==> src/rtl/terminal_pkg.sv <==
// Shared constants and types for the terminal grid stream blocks.
package terminal_pkg;

  localparam int DEF_SCREEN_WIDTH  = 76;
  localparam int DEF_SCREEN_HEIGHT = 44;
  localparam int TLR_ADDR_W        = $clog2(DEF_SCREEN_WIDTH * DEF_SCREEN_HEIGHT);
  localparam int TLR_ROW_W         = $clog2(DEF_SCREEN_HEIGHT);

  localparam logic [7:0] CHAR_NUL = 8'h00;
  localparam logic [7:0] CHAR_CR  = 8'h0D;

  typedef enum logic [1:0] {
    IDLE  = 2'd0,
    FETCH = 2'd1,
    DRAIN = 2'd2,
    FLUSH = 2'd3
  } tlr_state_t;

endpackage

==> src/rtl/tlr_return_fifo.sv <==
// Small synchronous FIFO with flush and a two-entry peek (head and the entry behind it).
module tlr_return_fifo #(
  parameter int DEPTH  = 4,
  parameter int DATA_W = 8,
  parameter int CNT_W  = $clog2(DEPTH + 1)
) (
  input  logic              clk,
  input  logic              rst_n,
  input  logic              push,
  input  logic [DATA_W-1:0] push_data,
  input  logic              pop,
  input  logic              flush,
  output logic [CNT_W-1:0]  count,
  output logic [DATA_W-1:0] head_data,
  output logic [DATA_W-1:0] next_data
);

  localparam int PTR_W = (DEPTH > 1) ? $clog2(DEPTH) : 1;

  logic [DATA_W-1:0] mem [DEPTH];
  logic [PTR_W-1:0]  rd_ptr;
  logic [PTR_W-1:0]  wr_ptr;
  logic              do_push;
  logic              do_pop;

  function automatic logic [PTR_W-1:0] wrap_inc(input logic [PTR_W-1:0] p);
    return (p == PTR_W'(DEPTH - 1)) ? '0 : p + PTR_W'(1);
  endfunction

  // A push into a full FIFO is only accepted when a pop frees the slot in the same cycle.
  assign do_pop  = pop && (count != '0);
  assign do_push = push && ((count != CNT_W'(DEPTH)) || do_pop);

  always_ff @(posedge clk or negedge rst_n) begin
    if (!rst_n) begin
      rd_ptr <= '0;
      wr_ptr <= '0;
      count  <= '0;
    end else if (flush) begin
      rd_ptr <= '0;
      wr_ptr <= '0;
      count  <= '0;
    end else begin
      if (do_push) wr_ptr <= wrap_inc(wr_ptr);
      if (do_pop)  rd_ptr <= wrap_inc(rd_ptr);
      count <= count + CNT_W'(do_push) - CNT_W'(do_pop);
    end
  end

  always_ff @(posedge clk) begin
    if (do_push && !flush) mem[wr_ptr] <= push_data;
  end

  assign head_data = mem[rd_ptr];
  assign next_data = mem[wrap_inc(rd_ptr)];

endmodule

==> src/rtl/terminal_line_reader.sv <==
// Scans one row of the terminal grid and streams it as a valid/ready byte stream with a last flag.
// Build option TLR_EOL_BYTE_EN appends a CR byte (carrying last) after every line.
module terminal_line_reader #(
  parameter int SCREEN_WIDTH  = terminal_pkg::DEF_SCREEN_WIDTH,
  parameter int SCREEN_HEIGHT = terminal_pkg::DEF_SCREEN_HEIGHT,
  parameter int RD_LATENCY    = 2,
  parameter int FIFO_DEPTH    = RD_LATENCY + 2
) (
  input  logic                                          pixel_clk_in,
  input  logic                                          rst_in,
  input  logic                                          start_in,
  input  logic [$clog2(SCREEN_HEIGHT)-1:0]              row_in,
  output logic [$clog2(SCREEN_WIDTH*SCREEN_HEIGHT)-1:0] tg_rd_addr_out,
  output logic                                          tg_rd_en_out,
  input  logic [7:0]                                    tg_rd_data_in,
  output logic [7:0]                                    char_out,
  output logic                                          char_valid_out,
  input  logic                                          char_ready_in,
  output logic                                          char_last_out,
  output logic                                          busy_out,
  output logic                                          done_out,
  output logic                                          err_out,
  output logic [1:0]                                    dbg_state_out
);
  import terminal_pkg::*;

  localparam int ADDR_W = $clog2(SCREEN_WIDTH * SCREEN_HEIGHT);
  localparam int ROW_W  = $clog2(SCREEN_HEIGHT);
  localparam int COL_W  = $clog2(SCREEN_WIDTH + 1);
  localparam int CNT_W  = $clog2(FIFO_DEPTH + 1);
  localparam logic [COL_W-1:0] LAST_COL  = COL_W'(SCREEN_WIDTH - 1);
  localparam logic [ROW_W:0]   ROW_LIMIT = (ROW_W + 1)'(SCREEN_HEIGHT);
`ifdef TLR_EOL_BYTE_EN
  localparam logic EOL_EN = 1'b1;
`else
  localparam logic EOL_EN = 1'b0;
`endif

  // Handshake: a byte moves when char_valid_out and char_ready_in are both high at a
  // rising edge; while valid is high and ready is low, char_out/char_last_out hold.

  tlr_state_t        state_q, state_d;
  logic [ADDR_W-1:0] addr_q;
  logic [COL_W-1:0]  col_q;
  logic [COL_W-1:0]  head_col_q;
  logic [CNT_W-1:0]  inflight_q;
  logic [CNT_W-1:0]  inflight_nxt;
  logic [RD_LATENCY-1:0] tag_q;
  logic              pending_cr_q;
  logic [7:0]        char_q;
  logic              valid_q;
  logic              last_q;
  logic              done_q;
  logic              err_q;

  logic              ret_valid;
  logic              push;
  logic              pop;
  logic              fifo_flush;
  logic [CNT_W-1:0]  fifo_count;
  logic [7:0]        head_data;
  logic [7:0]        next_data;
  logic              multi_entries;
  logic              succ_valid;
  logic [7:0]        succ_data;
  logic              credit_ok;
  logic              rd_en;
  logic              can_load;
  logic              xfer;
  logic              row_ok;
  logic              start_ok;
  logic              load;
  logic [7:0]        load_data;
  logic              load_last;
  logic              set_cr;
  logic              clr_cr;
  logic              done_d;
  logic              err_d;

  tlr_return_fifo #(
    .DEPTH  (FIFO_DEPTH),
    .DATA_W (8),
    .CNT_W  (CNT_W)
  ) u_fifo (
    .clk       (pixel_clk_in),
    .rst_n     (rst_in),
    .push      (push),
    .push_data (tg_rd_data_in),
    .pop       (pop),
    .flush     (fifo_flush),
    .count     (fifo_count),
    .head_data (head_data),
    .next_data (next_data)
  );

  assign ret_valid     = tag_q[RD_LATENCY-1];
  assign push          = ret_valid && ((state_q == FETCH) || (state_q == DRAIN));
  assign inflight_nxt  = inflight_q + CNT_W'(rd_en) - CNT_W'(ret_valid);
  assign credit_ok     = ({1'b0, fifo_count} + {1'b0, inflight_q}) < (CNT_W + 1)'(FIFO_DEPTH);
  assign xfer          = valid_q && char_ready_in;
  assign can_load      = !valid_q || char_ready_in;
  assign row_ok        = {1'b0, row_in} < ROW_LIMIT;
  // The successor of the head may be the byte returning from the grid this very cycle.
  assign multi_entries = fifo_count > CNT_W'(1);
  assign succ_valid    = multi_entries || push;
  assign succ_data     = multi_entries ? next_data : tg_rd_data_in;

  always_comb begin
    state_d    = state_q;
    rd_en      = 1'b0;
    pop        = 1'b0;
    fifo_flush = (state_q == FLUSH);
    load       = 1'b0;
    load_data  = head_data;
    load_last  = 1'b0;
    set_cr     = 1'b0;
    clr_cr     = 1'b0;
    start_ok   = 1'b0;
    done_d     = 1'b0;
    err_d      = 1'b0;
    unique case (state_q)
      IDLE: begin
        if (start_in) begin
          if (row_ok) begin
            start_ok = 1'b1;
            state_d  = FETCH;
          end else begin
            err_d = 1'b1;
          end
        end
      end
      FETCH, DRAIN: begin
        if ((state_q == FETCH) && credit_ok) begin
          rd_en = 1'b1;
          if (col_q == LAST_COL) state_d = DRAIN;
        end
        if (fifo_count != '0) begin
          // A NUL can only reach the head at column 0: later NULs are caught as successors.
          if (head_data == CHAR_NUL) begin
            set_cr  = EOL_EN;
            state_d = FLUSH;
          end else if (head_col_q == LAST_COL) begin
            if (can_load) begin
              load      = 1'b1;
              pop       = 1'b1;
              load_last = !EOL_EN;
              set_cr    = EOL_EN;
              state_d   = FLUSH;
            end
          end else if (succ_valid && can_load) begin
            load = 1'b1;
            pop  = 1'b1;
            if (succ_data == CHAR_NUL) begin
              load_last = !EOL_EN;
              set_cr    = EOL_EN;
              state_d   = FLUSH;
            end
          end
        end
      end
      FLUSH: begin
        if (pending_cr_q) begin
          if (can_load) begin
            load      = 1'b1;
            load_data = CHAR_CR;
            load_last = 1'b1;
            clr_cr    = 1'b1;
          end
        end else if ((inflight_nxt == '0) && can_load) begin
          state_d = IDLE;
          done_d  = 1'b1;
        end
      end
      default: state_d = IDLE;
    endcase
  end

  always_ff @(posedge pixel_clk_in or negedge rst_in) begin
    if (!rst_in) begin
      state_q      <= IDLE;
      addr_q       <= '0;
      col_q        <= '0;
      head_col_q   <= '0;
      inflight_q   <= '0;
      tag_q        <= '0;
      pending_cr_q <= 1'b0;
      char_q       <= '0;
      valid_q      <= 1'b0;
      last_q       <= 1'b0;
      done_q       <= 1'b0;
      err_q        <= 1'b0;
    end else begin
      state_q    <= state_d;
      inflight_q <= inflight_nxt;
      for (int i = RD_LATENCY - 1; i > 0; i--) tag_q[i] <= tag_q[i-1];
      tag_q[0] <= rd_en;
      if (start_ok) begin
        addr_q     <= ADDR_W'(row_in) * ADDR_W'(SCREEN_WIDTH);
        col_q      <= '0;
        head_col_q <= '0;
      end else begin
        if (rd_en) begin
          addr_q <= addr_q + ADDR_W'(1);
          col_q  <= col_q + COL_W'(1);
        end
        if (pop) head_col_q <= head_col_q + COL_W'(1);
      end
      if (set_cr)      pending_cr_q <= 1'b1;
      else if (clr_cr) pending_cr_q <= 1'b0;
      if (load) begin
        char_q  <= load_data;
        last_q  <= load_last;
        valid_q <= 1'b1;
      end else if (xfer) begin
        valid_q <= 1'b0;
      end
      done_q <= done_d;
      err_q  <= err_d;
    end
  end

  assign tg_rd_addr_out = addr_q;
  assign tg_rd_en_out   = rd_en;
  assign char_out       = char_q;
  assign char_valid_out = valid_q;
  assign char_last_out  = last_q;
  assign busy_out       = (state_q != IDLE);
  assign done_out       = done_q;
  assign err_out        = err_q;
  assign dbg_state_out  = state_q;

endmodule

==> config.mk <==
export PLATFORM = sky130hd
export DESIGN_NAME = terminal_line_reader
export DESIGN_NICKNAME = d
export VERILOG_FILES = /design/src/rtl/terminal_pkg.sv /design/src/rtl/tlr_return_fifo.sv /design/src/rtl/terminal_line_reader.sv
export SDC_FILE = /design/constraint.sdc
export NUM_CORES = 1
export LEC_CHECK = 0
export CAP_MARGIN = 20
export CORE_ASPECT_RATIO = 1.1
export CORE_MARGIN = 2
export CORE_UTILIZATION = 50
export CTS_CLUSTER_DIAMETER = 40
export DETAILED_ROUTE_END_ITERATION = 12
export HOLD_SLACK_MARGIN = 0.06
export PLACE_DENSITY = 0.71
export SLEW_MARGIN = 20
export SYNTH_ARGS = -nofsm -noshare
export SYNTH_HDL_FRONTEND = slang
export SYNTH_HIERARCHICAL = 1
export SYNTH_SLANG_ARGS = --single-unit
==> constraint.sdc <==
create_clock -name pixel_clk_in -period 5.5 [get_ports pixel_clk_in]
set_clock_uncertainty 0.15 [all_clocks]
set_input_delay 0.55 -clock pixel_clk_in [delete_from_list [all_inputs] [get_ports pixel_clk_in]]
set_output_delay 0.55 -clock pixel_clk_in [all_outputs]
set_load 0.005 [all_outputs]
==> metrics.txt <==
Cell Chain, Critical Path=mux4_2 -> nor4_1 -> a2111oi_2 -> and2_1 -> or4b_4 -> and2_4 -> a21o_1 -> ha_1 -> inv_1 -> fa_1 -> nor2_1; Worst path max stage delay=0.69 ns; gpl congestion=0.852; total setup buffers inserted after CTS=0; Synth Warn #=6; final setup violation count=0; critical path arrival=4.42 ns; HPWL after DPL=7.09 mm; Pre-Repair DR Iteration Count=4; Initial Util=51.7%; area leader, netlist=dfrtp_1; largest net degree at the start of global routing=53; synthesized area=0.00459 mm^2; initial antenna violation count=0; root buffer cell=clkbuf_8; row cnt=36; depth of the CTS H-tree=3; CP endpoint kind=flip-flop; Crit Path Category=reg2reg; crit path max-delay cell type=dfrtp_1; Max Freq=233 MHz; top_reg_cell synth=dfrtp_1; pwr dens=485 mW/mm^2; Worst EP required=5.63 ns; # nets final=469; Area contributors post-synth=dfrtp_1 (28%), edfxtp_1 (21%), ha_1 (8.7%); drt drc=0; cts bufs inserted=9; RSZ-0062 raised after global routing=false; Detailed Route Iter0 Violations=194; Post-DRT Antenna Nets=0; Synth top area share=28.4%; first-pass GRT wire length=15.7 mm; CTS max path bufs=2; clock slew at reported path FFs=0.08 ns; TNS Setup=0 ns; post-CTS sizing=0; DRT Wirelength=9.48 mm; diode count=0; maxcap violations=0; Syn Area/Cell=12.5 um^2; area growth from synthesis to layout=16.0%; Overflow after GRT=0; Worst Tran Pin Value=0.773 ns; Max-slew headroom=48.0%; I/O pin total=46; fillers=708; Post-synth EDFFs=32; sequential area share after synthesis=49.3%; Period Utilization, post-route=77.9%; status=completed; Slew Viols, Final=0; Core ar.=0.00887 mm^2; die height=104 um; vias in the first global route=3034; synth unique cells=56; Port Buf Inserts=45; die area=0.00996 mm^2; fin util=60.0%; Total GRT Usage=20.5%; worst min path class=in2async; clock latency at the later pin of the worst-skew pair=0.35 ns; total number of vias=3084; wire per inst=17.8 um; post-DR vias/cell=5.78; Async SR Flop Fraction=61.9%; share of layout cells above drive strength 1=9.29%; TritonCTS clock tree=yes; Worst VDD drop=0.173 mV; die width=95.3 um; cell area after layout=0.00532 mm^2; cts hold-fix bufs=0; syn_nets=421; overall power=2.58 mW; Syn Inst Count=367; CTS sink count=84; final hold violations=0; Seq cells post-synth=84; CP startpoint kind=flip-flop; dpl cell area=0.00513 mm^2; worst-path fanout max=15; Tmin final=4.29 ns; Static Leak=2.21 nW
[Yosys cell counts, drive strengths merged, types with 7 or more instances]
cell / n
dfrtp: 52
edfxtp: 32
ha: 32
nor2: 27
nand2: 26
inv: 20
xor2: 17
mux4: 16
o21ai: 12
a21oi: 11
nand4: 10
xnor2: 10
and2: 9
mux2: 8
nand3: 8
nor4: 8
nor3: 7
[area by class of cell]
cell class                      count  area (um^2)  share of cell area [%]
Sequential cell                    84         2260                    42.5
Multi-Input combinational cell    253         2190                    41.2
Timing Repair Buffer               47          460                    8.65
Tap cell                          114          143                    2.68
Clock buffer                       12          135                    2.54
Inverter                           20         75.1                    1.41
Clock inverter                      4         51.3                   0.964
[worst max-delay path: cells and delay by family (launching register included)]
| kind | cells | cell delay, ns |
|---|---|---|
| AOI/OAI and AO/OA | 2 | 0.37 |
| DFF | 1 | 0.69 |
| buffers and inverters | 1 | 0.06 |
| adders and majority gates | 2 | 0.57 |
| and+or+nand+nor | 5 | 1.79 |
| muxes | 1 | 0.59 |
[cells by family (layout without fill, tap and decap cells)]
family | after synthesis | after routing | synth area share (%)
buffers and inverters | 30 | 83 | 2.92
flip-flops | 84 | 84 | 49.3
XOR/XNOR | 28 | 28 | 5.67
AND/OR/NAND/NOR | 117 | 117 | 13.6
AO/OA/AOI/OAI | 42 | 42 | 6.44
adder cells (fa/ha/maj) | 36 | 36 | 10.5
multiplexers | 30 | 30 | 11.6
[path summary, 6_finish.rpt]
check | startpoint | end | slack, ns | depth (start not counted)
max | u_fifo/rd_ptr[0] | u_fifo/count[1] | 1.21 | 11
min | rst_in | u_fifo/wr_ptr[1] | 0.14 | 2
max reg2reg | u_fifo/rd_ptr[0] | u_fifo/count[1] | 1.21 | 11
min reg2reg | tag_q[0] | tag_q[1] | 0.21 | 0
max in group asynchronous | rst_in | col_q[4] | 4.60 | 2
min in group pixel_clk_in | tag_q[0] | tag_q[1] | 0.21 | 0
[power by group]
part | switching (mW) | internal, mW
sequential | 0.187 | 0.822
clock | 0.217 | 0.211
combinational | 0.528 | 0.619
[per-layer routing]
layer	wire length [um]	share of wire (%)	GRT usage, %	up-vias
li1	-	-	-	1451
met1	4270	45	29.4	1556
met2	4710	50	31.9	67
met3	391	4.1	3.19	10
met4	110	1.2	6.63	0
met5	0	0	0	-
[sequential cells by signal (all words and copies together) (netlist names)]
signal	cells
u_fifo/mem	32
tag_q	2
u_fifo/rd_ptr	2
char_valid_out	1
tg_rd_addr_out	12
col_q	7
u_fifo/wr_ptr	2
head_col_q	7
err_out	1
done_out	1
u_fifo/count	3
char_out	8
char_last_out	1
dbg_state_out	2
inflight_q	3
[cells in the final DEF (no fill, tap or decap), types with 2 or more instances in the layout]
| cell type | count |
|---|---|
| a21oi_1 | 11 |
| xnor2_1 | 10 |
| a31o_1 | 2 |
| and3_1 | 6 |
| mux2_1 | 8 |
| mux2i_1 | 6 |
| fa_1 | 4 |
| nor2b_1 | 2 |
| nand4_1 | 10 |
| inv_1 | 19 |
| nand4b_1 | 2 |
| nor4_1 | 8 |
| clkbuf_1 | 3 |
| nor2_1 | 26 |
| and4_1 | 2 |
| nor3_1 | 7 |
| ha_1 | 32 |
| o31a_1 | 2 |
| xor2_1 | 17 |
| buf_4 | 2 |
| o31ai_2 | 2 |
| and2_1 | 8 |
| clkdlybuf4s50_1 | 44 |
| o21ai_1 | 9 |
| nand3_1 | 8 |
| dfrtp_1 | 52 |
| o21ai_2 | 2 |
| edfxtp_1 | 32 |
| mux4_1 | 6 |
| nand2_1 | 26 |
| clkbuf_8 | 9 |
| mux4_2 | 10 |
| a21o_1 | 4 |
[through the flow]
step           hold slack [ns]  std cells  setup slack, ns
2_1_floorplan            0.104        367             1.73
3_3_place_gp             0.185        518             1.37
3_5_place_dp             0.193        518             1.23
4_1_cts                  0.169        534             1.21
5_1_grt                  0.196        534            0.907
6_report                 0.138        534             1.21
No activity file was read; power rests on OpenSTA's default activity.
